[src/rtl/uart_rx_fifo.sv]
// 8N1 UART receiver (16x oversampling, 3-sample majority vote) feeding a
// first-word-fall-through FIFO with a valid/ready consumer port.
module uart_rx_fifo #(
  parameter int INPUT_CLOCK = 27000000,
  parameter int BAUD_RATE   = 9600,
  parameter int FIFO_AW     = 4
) (
  input  logic               clk,
  input  logic               rst_n,
  input  logic               rx,
  output logic [7:0]         data_out,
  output logic               data_valid,
  input  logic               data_ready,
  output logic               frame_err,
  output logic               overrun,
  output logic [FIFO_AW:0]   count
);

  localparam int DIV_RAW = (INPUT_CLOCK + 8 * BAUD_RATE) / (16 * BAUD_RATE);
  localparam int DIV     = (DIV_RAW < 1) ? 1 : DIV_RAW;
  localparam int DIV_W   = (DIV > 1) ? $clog2(DIV) : 1;
  localparam int DEPTH   = 1 << FIFO_AW;

  typedef enum logic [2:0] {IDLE, START, DATA, STOP, BREAK} state_t;

  logic               rx_meta_reg, rx_s;
  logic [DIV_W-1:0]   div_cnt_reg;
  logic               tick;
  state_t             state_reg;
  logic [3:0]         sample_cnt_reg, sample_next;
  logic [2:0]         bit_cnt_reg;
  logic [7:0]         shift_reg;
  logic               s7_reg, s8_reg, majority;
  logic               push, pop, full, wr_en;
  logic [FIFO_AW:0]   wr_ptr_reg, rd_ptr_reg;
  logic [7:0]         mem [DEPTH];
  logic               overrun_reg, frame_err_reg;

  always_ff @(posedge clk) begin
    if (!rst_n) begin
      rx_meta_reg <= 1'b1;
      rx_s        <= 1'b1;
    end else begin
      rx_meta_reg <= rx;
      rx_s        <= rx_meta_reg;
    end
  end

  // Free-running oversample divider; start detection never realigns it.
  assign tick = (div_cnt_reg == DIV_W'(DIV - 1));

  always_ff @(posedge clk) begin
    if (!rst_n || tick) div_cnt_reg <= '0;
    else                div_cnt_reg <= div_cnt_reg + 1'b1;
  end

  assign sample_next = sample_cnt_reg + 4'd1;
  // The third vote is the live sample taken on the decision tick itself.
  assign majority = (s7_reg & s8_reg) | (s7_reg & rx_s) | (s8_reg & rx_s);
  assign push     = tick && (state_reg == STOP) && (sample_next == 4'd9) && majority;

  always_ff @(posedge clk) begin
    if (!rst_n) begin
      state_reg      <= IDLE;
      sample_cnt_reg <= 4'd0;
      bit_cnt_reg    <= 3'd0;
      shift_reg      <= 8'd0;
      s7_reg         <= 1'b1;
      s8_reg         <= 1'b1;
      frame_err_reg  <= 1'b0;
    end else begin
      frame_err_reg <= 1'b0;
      if (tick) begin
        sample_cnt_reg <= sample_next;
        if (sample_next == 4'd7) s7_reg <= rx_s;
        if (sample_next == 4'd8) s8_reg <= rx_s;
        case (state_reg)
          IDLE: begin
            if (!rx_s) begin
              state_reg      <= START;
              sample_cnt_reg <= 4'd0;
            end
          end
          START: begin
            if (sample_next == 4'd9 && majority) begin
              state_reg <= IDLE;
            end else if (sample_next == 4'd15) begin
              state_reg   <= DATA;
              bit_cnt_reg <= 3'd0;
            end
          end
          DATA: begin
            if (sample_next == 4'd9) shift_reg <= {majority, shift_reg[7:1]};
            if (sample_next == 4'd15) begin
              if (bit_cnt_reg == 3'd7) state_reg <= STOP;
              else                     bit_cnt_reg <= bit_cnt_reg + 3'd1;
            end
          end
          STOP: begin
            // Leaving at mid-stop gives half a bit of margin to catch the next start edge.
            if (sample_next == 4'd9) begin
              if (majority) begin
                state_reg <= IDLE;
              end else begin
                frame_err_reg <= 1'b1;
                state_reg     <= BREAK;
              end
            end
          end
          BREAK: begin
            if (rx_s) state_reg <= IDLE;
          end
          default: state_reg <= IDLE;
        endcase
      end
    end
  end

  assign count      = wr_ptr_reg - rd_ptr_reg;
  assign data_valid = (wr_ptr_reg != rd_ptr_reg);
  assign full       = (wr_ptr_reg[FIFO_AW] != rd_ptr_reg[FIFO_AW]) &&
                      (wr_ptr_reg[FIFO_AW-1:0] == rd_ptr_reg[FIFO_AW-1:0]);
  assign pop        = data_valid && data_ready;
  assign wr_en      = push && (!full || pop);
  assign data_out   = data_valid ? mem[rd_ptr_reg[FIFO_AW-1:0]] : 8'h00;

  always_ff @(posedge clk) begin
    if (wr_en) mem[wr_ptr_reg[FIFO_AW-1:0]] <= shift_reg;
  end

  always_ff @(posedge clk) begin
    if (!rst_n) begin
      wr_ptr_reg  <= '0;
      rd_ptr_reg  <= '0;
      overrun_reg <= 1'b0;
    end else begin
      overrun_reg <= push && full && !pop;
      if (wr_en) wr_ptr_reg <= wr_ptr_reg + 1'b1;
      if (pop)   rd_ptr_reg <= rd_ptr_reg + 1'b1;
    end
  end

  assign frame_err = frame_err_reg;
  assign overrun   = overrun_reg;

endmodule
[config.mk]
export PLATFORM = sky130hd
export DESIGN_NAME = uart_rx_fifo
export DESIGN_NICKNAME = d
export VERILOG_FILES = /design/src/rtl/uart_rx_fifo.sv
export SDC_FILE = /design/constraint.sdc
export NUM_CORES = 1
export LEC_CHECK = 0
export BUFFER_PORTS_ARGS = -buffer_cell sky130_fd_sc_hd__buf_2
export CAP_MARGIN = 20
export CORE_MARGIN = 10
export CORE_UTILIZATION = 55
export DETAILED_ROUTE_END_ITERATION = 10
export HOLD_SLACK_MARGIN = 0.05
export PLACE_DENSITY = 0.74
export SETUP_SLACK_MARGIN = 0.3
export SYNTH_ARGS = -nofsm -noshare
export SYNTH_HDL_FRONTEND = slang
export SYNTH_SLANG_ARGS = --single-unit
export TNS_END_PERCENT = 50
[constraint.sdc]
create_clock -name clk -period 4.7 [get_ports clk]
set_clock_uncertainty 0.2 [all_clocks]
set_input_delay 0.47 -clock clk [delete_from_list [all_inputs] [get_ports clk]]
set_output_delay 0.47 -clock clk [all_outputs]
set_load 0.02 [all_outputs]
# ---- Word level (Yosys, flattened, before mapping)
# Memories as Yosys holds them, arrays and structs flattened. A register that Yosys moved wholly into a read port is not among the register bits.
# Cells that the tools add are included.
dict set report totals {
  mem_count 1
  output_inout_bits 16
  word_cells 91
  ff_bits 42
  mem_bits_rw 128
  inputBits 4
}
# name depth word_bits rd rd_clocked_by_memory_dff write_ports line_no
set mem_list {}
lappend mem_list {mem 16 8 1 1 1 36} ;# logic [7:0] mem [DEPTH];
dict set report op_classes {
  n_mux 22
  n_addsub 6
  eq_ne 22
  n_reduce_logical 22
  bitwise_logic 5
}
# operator n
set op_table {}
lappend op_table {{3-bit two-way mux} 12}
lappend op_table {{4-bit two-way mux} 4}
lappend op_table {{3-bit case mux with 5 select lines} 1}
lappend op_table {{2-bit inequality test (second input constant)} 7}
lappend op_table {{4-bit == test (second input constant)} 3}
lappend op_table {{5-bit by 1-bit adder with 5-bit output (second input constant)} 2}
lappend op_table {{1-bit logical AND} 9}
lappend op_table {{8-bit by 1-bit adder with 8-bit output (second input constant)} 1}
lappend op_table {{8-bit == test (second input constant)} 1}
lappend op_table {{8-bit two-way mux} 1}
lappend op_table {{7-bit AND reduction} 1}
lappend op_table {{3-bit by 2-bit == test with 1-bit output (second input constant)} 2}
lappend op_table {{3-bit == test (second input constant)} 2}
lappend op_table {{3-bit case mux with 2 select lines} 1}
lappend op_table {{6-bit AND reduction} 1}
lappend op_table {{5-bit inequality test} 1}
lappend op_table {{5-bit subtractor} 1}
lappend op_table {{4-bit by 1-bit adder with 4-bit output (second input constant)} 1}
lappend op_table {{4-bit by 3-bit == test with 1-bit output (second input constant)} 1}
lappend op_table {{4-bit == test} 1}
lappend op_table {{2-bit AND reduction} 2}
lappend op_table {{4-bit AND reduction} 1}
lappend op_table {{3-bit by 1-bit adder with 3-bit output (second input constant)} 1}
lappend op_table {{1-bit AND} 3}
lappend op_table {{other kinds (11)} 17}

# ---- Depth between registers and ports, before layout
dict set report logic_depth {
  depth_word 7
  depth_mapped 9
  ltp_nobuf 8
}

# ---- Worst setup path before layout
# OpenSTA, ideal clock, no wires.
dict set report synth_path {
  kind {register to register}
  start {reg wr_ptr_reg[0]}
  end {mem mem[11][0] (enable)}
  period_less_slack_ps 2811
  setup_time_ps 383
  stages_incl_launch_ff 9
  arrival_time_ps 2228
  slack_ps 1889
  path_buffers 1
  t_required_ps 4117
  path_cell_list {dfxtp_1 -> inv_1 -> ha_1 -> nand4_1 -> nor3_1 -> nand4b_1 -> or4_1 -> buf_2 -> nor3_1}
}
dict set report synth_between {
  elab_chain_cells 7
  word_cells_on_any_way 9
  cone_classes {eq/ne: 2; mux: 2; reduce/logical: 5}
}
# element line_no
set synth_lines {}
lappend synth_lines {{from (decl)} 35} ;# logic [FIFO_AW:0] wr_ptr_reg, rd_ptr_reg;
lappend synth_lines {{from (signal assigned)} 138} ;# if (wr_en) wr_ptr_reg <= wr_ptr_reg + 1'b1;
lappend synth_lines {{4-bit == test} 122} ;# (wr_ptr_reg[FIFO_AW-1:0] == rd_ptr_reg[FIFO_AW-1:0]);
lappend synth_lines {{1-bit logical AND} 121} ;# assign full = (wr_ptr_reg[FIFO_AW] != rd_ptr_reg[FIFO_AW]) &&
lappend synth_lines {{1-bit zero test} 124} ;# assign wr_en = push && (!full || pop);
lappend synth_lines {{1-bit logical OR} 124}
lappend synth_lines {{1-bit logical AND} 124}
lappend synth_lines {{1-bit two-way mux} 128} ;# if (wr_en) mem[wr_ptr_reg[FIFO_AW-1:0]] <= shift_reg;
lappend synth_lines {{1-bit two-way mux (implied by the code)} 128}
lappend synth_lines {{to (decl)} 36}
# Several ways; a longest one is shown, not always the timed one.

==> flow_summary.toml <==
[global_routing]
grt_pass1_vias = 3917
grt_start_max_net_pins = 38
grt_use_total_pct = 16.4
grt_pass1_wl_mm = 22.5
grt_overflow = 0
grt_antenna_before_repair = 0

[route]
drt_pre_antenna_iters = 5
drt_wl_total_mm = 14.2
wl_per_cell_um = 21.3
drc_errors = 0
route.detailed.vias_per_inst = 5.80
vias = 3886
drtIter0Drc = 408
antenna_left = 0

[pwr]
p_sw_share_pct = 21.2
pwr-share-comb_pct = 0.5
finalPower_mw = 2.95
pwr-share-clk_pct = 44.3
peakVddDrop_v = 0.000222
pwr-share-seq_pct = 55.2
powerDensity_nw_per_um2 = 366
p_leak_nw = 2.83
intPower_mw = 2.33
power.switching_mw = 0.626

[timing]
hold_violations = 0
rsz0062_at_grt = "no"
max_freq_mhz = 275
fin_crit_ns = 3.64
tightest_slew_ns = 0.952
period_share_pct = 77.4
slew_viol_final = 0
setup_viol = 0
finalSetupTns_ns = 0
max_slew_margin_pct = 36.3

[die]
io_pins = 20
row_count = 41
die_area_um2 = 18100
die_h_um = 135
core_um2 = 12800
start_util_pct = 56.6
dieWidth_um = 135

[logic_synthesis]
synth-seq-cells = 174
syn_inst = 458
synth_common_cells = "edfxtp_1 (128), dfxtp_1 (46), mux4_2 (40)"
synth_area_leader_cell = "edfxtp_1"
async_reset_ff_share_pct = 0
ys_types = 44
synth_seq_area_share_pct = 65.8
synth_edf_count = 128
synth_top_area_share_pct = 53.1
synth_area_um2 = 7240
synth_nets = 479
avgSynthCellArea_um2 = 15.8
synth.most_common_cell = "edfxtp_1"
synth_ff_type = "edfxtp_1"
yosys_warnings = 0
netlist_top_cells_area = "edfxtp_1 (53%), dfxtp_1 (13%), mux4_2 (12%)"

[worst_setup_path]
crit_fanout = 22
path_class = "reg2out"
rr_worst_depth = 6
cp-end-kind = "output pin"
critical_path_required_ns = 4.03
start_kind = "flop"
r2r_start = "wr_ptr_reg[2]"
arrival_ns = 2.97

[min_path]
min_path_type = "reg2reg"
worstHoldStart = "rx_meta_reg"
hold_depth = 1

[cts]
cts_resized = 0
post-cts-setup-buffers = 0
cts_buffer_depth = 2
clk_latency_ns = 0.42
root_buffer = "clkbuf_16"
cts.hold.buffers_added = 1
cts_buffers = 17
clkTransAtPathRegs_ns = 0.07
cts_tree = "yes"
cts.sinks = 174
cts.htree.levels = 4

[placed_design]
dp_hpwl_mm = 9.21
numPortBuffers = 19
globalplace.congestion = 0.805

[cells_and_area]
layout.nets = 506
area_growth_pct = 11.7
nFillCells = 935
largest_reg_flops = 128
diodes = 0
drive_above_1_share_pct = 20.1

[run]
maxCapViolCount = 0

[outcome]
status = "finished clean"
power groups by stage:
| stage | sequential (mW) | clock (mW) | combinational [mW] |
|---|---|---|---|
| after CTS | 1.63 | 1.33 | 0.0143 |
| after floorplan | 1.66 | 0 | 0.0102 |
| after global routing | 1.63 | 1.39 | 0.0157 |
| after global placement | 1.66 | 0 | 0.0132 |
| final | 1.63 | 1.31 | 0.0140 |
| after detailed placement | 1.66 | 0 | 0.0137 |
final timing paths:
check	to	slack, ns
setup / recovery	data_out[2]	1.06
hold reg to reg	rx_s	0.21
hold / removal	rx_s	0.21
setup reg to reg	mem[7][1]	1.52
cell type report:
cell class / instances / area [um2] / area share (%)
Clock buffer: 17 / 425 / 5.27
Sequential cell: 174 / 4770 / 59.0
Multi-Input combinational cell: 249 / 2330 / 28.9
Clock inverter: 15 / 126 / 1.56
Tap cell: 172 / 215 / 2.66
Inverter: 17 / 63.8 / 0.790
Timing Repair Buffer: 26 / 150 / 1.86
layer usage:
metal  share of wire, %  vias to the layer above  wire length, um  global-route usage (%)
li1                   -                     1793                -                       -
met4                1.2                        0              165                    5.93
met3                5.1                       15              728                    3.56
met5                  0                        -                0                       0
met1                 43                     1965             6190                    21.7
met2                 50                      113             7160                    26.2
cell usage in the layout (no fill, tap or decap), drive strengths merged, types with 2 or more instances in the layout:
cell	netlist	routed
nand2	16	16
nand4	4	4
or2b	2	2
clkinvlp	0	3
o22ai	2	2
o21a	4	4
a21boi	4	4
ha	16	16
or3	3	3
nor2	22	22
buf	7	25
xnor2	10	10
nor2b	21	21
inv	17	26
edfxtp	128	128
a21oi	8	8
nand3	11	11
nor3	4	4
nand2b	7	7
o21ai	9	9
and2	12	12
clkinv	0	3
mux2i	13	13
a21o	3	3
dfxtp	46	46
or4	2	2
clkbuf	11	17
mux4	40	40
and3	16	16
xor2	7	7
critical path, stage by stage (launching register included):
cell	delay, ns
dfxtp_2	0.85
buf_4	0.32
mux4_2	0.54
mux4_2	0.48
nor2b_1	0.14
buf_2	0.20
through the flow:
step                      setup WS (ns)  hold slack, ns  utilization [%]  std cells  cell area [um2]
after global placement             1.31           0.190             58.8        636             7510
after detailed placement           1.50           0.194             58.9        637             7520
after global routing              0.885           0.221             63.2        670             8080
after CTS                         0.989           0.199             63.2        670             8080
final                              1.06           0.208             63.2        670             8080
after floorplan                    1.89           0.186                -        458             7240
cells by family after synthesis:
logic type / after synthesis / synth area share, %
flops: 174 / 65.8
simple gates: 127 / 9.77
mux: 53 / 14.2
fa+ha+maj: 18 / 3.18
xor+xnor: 17 / 2.06
compound gates: 34 / 2.97
buf+inv: 35 / 1.92
Note: power is estimated with default switching activity, not from simulation.
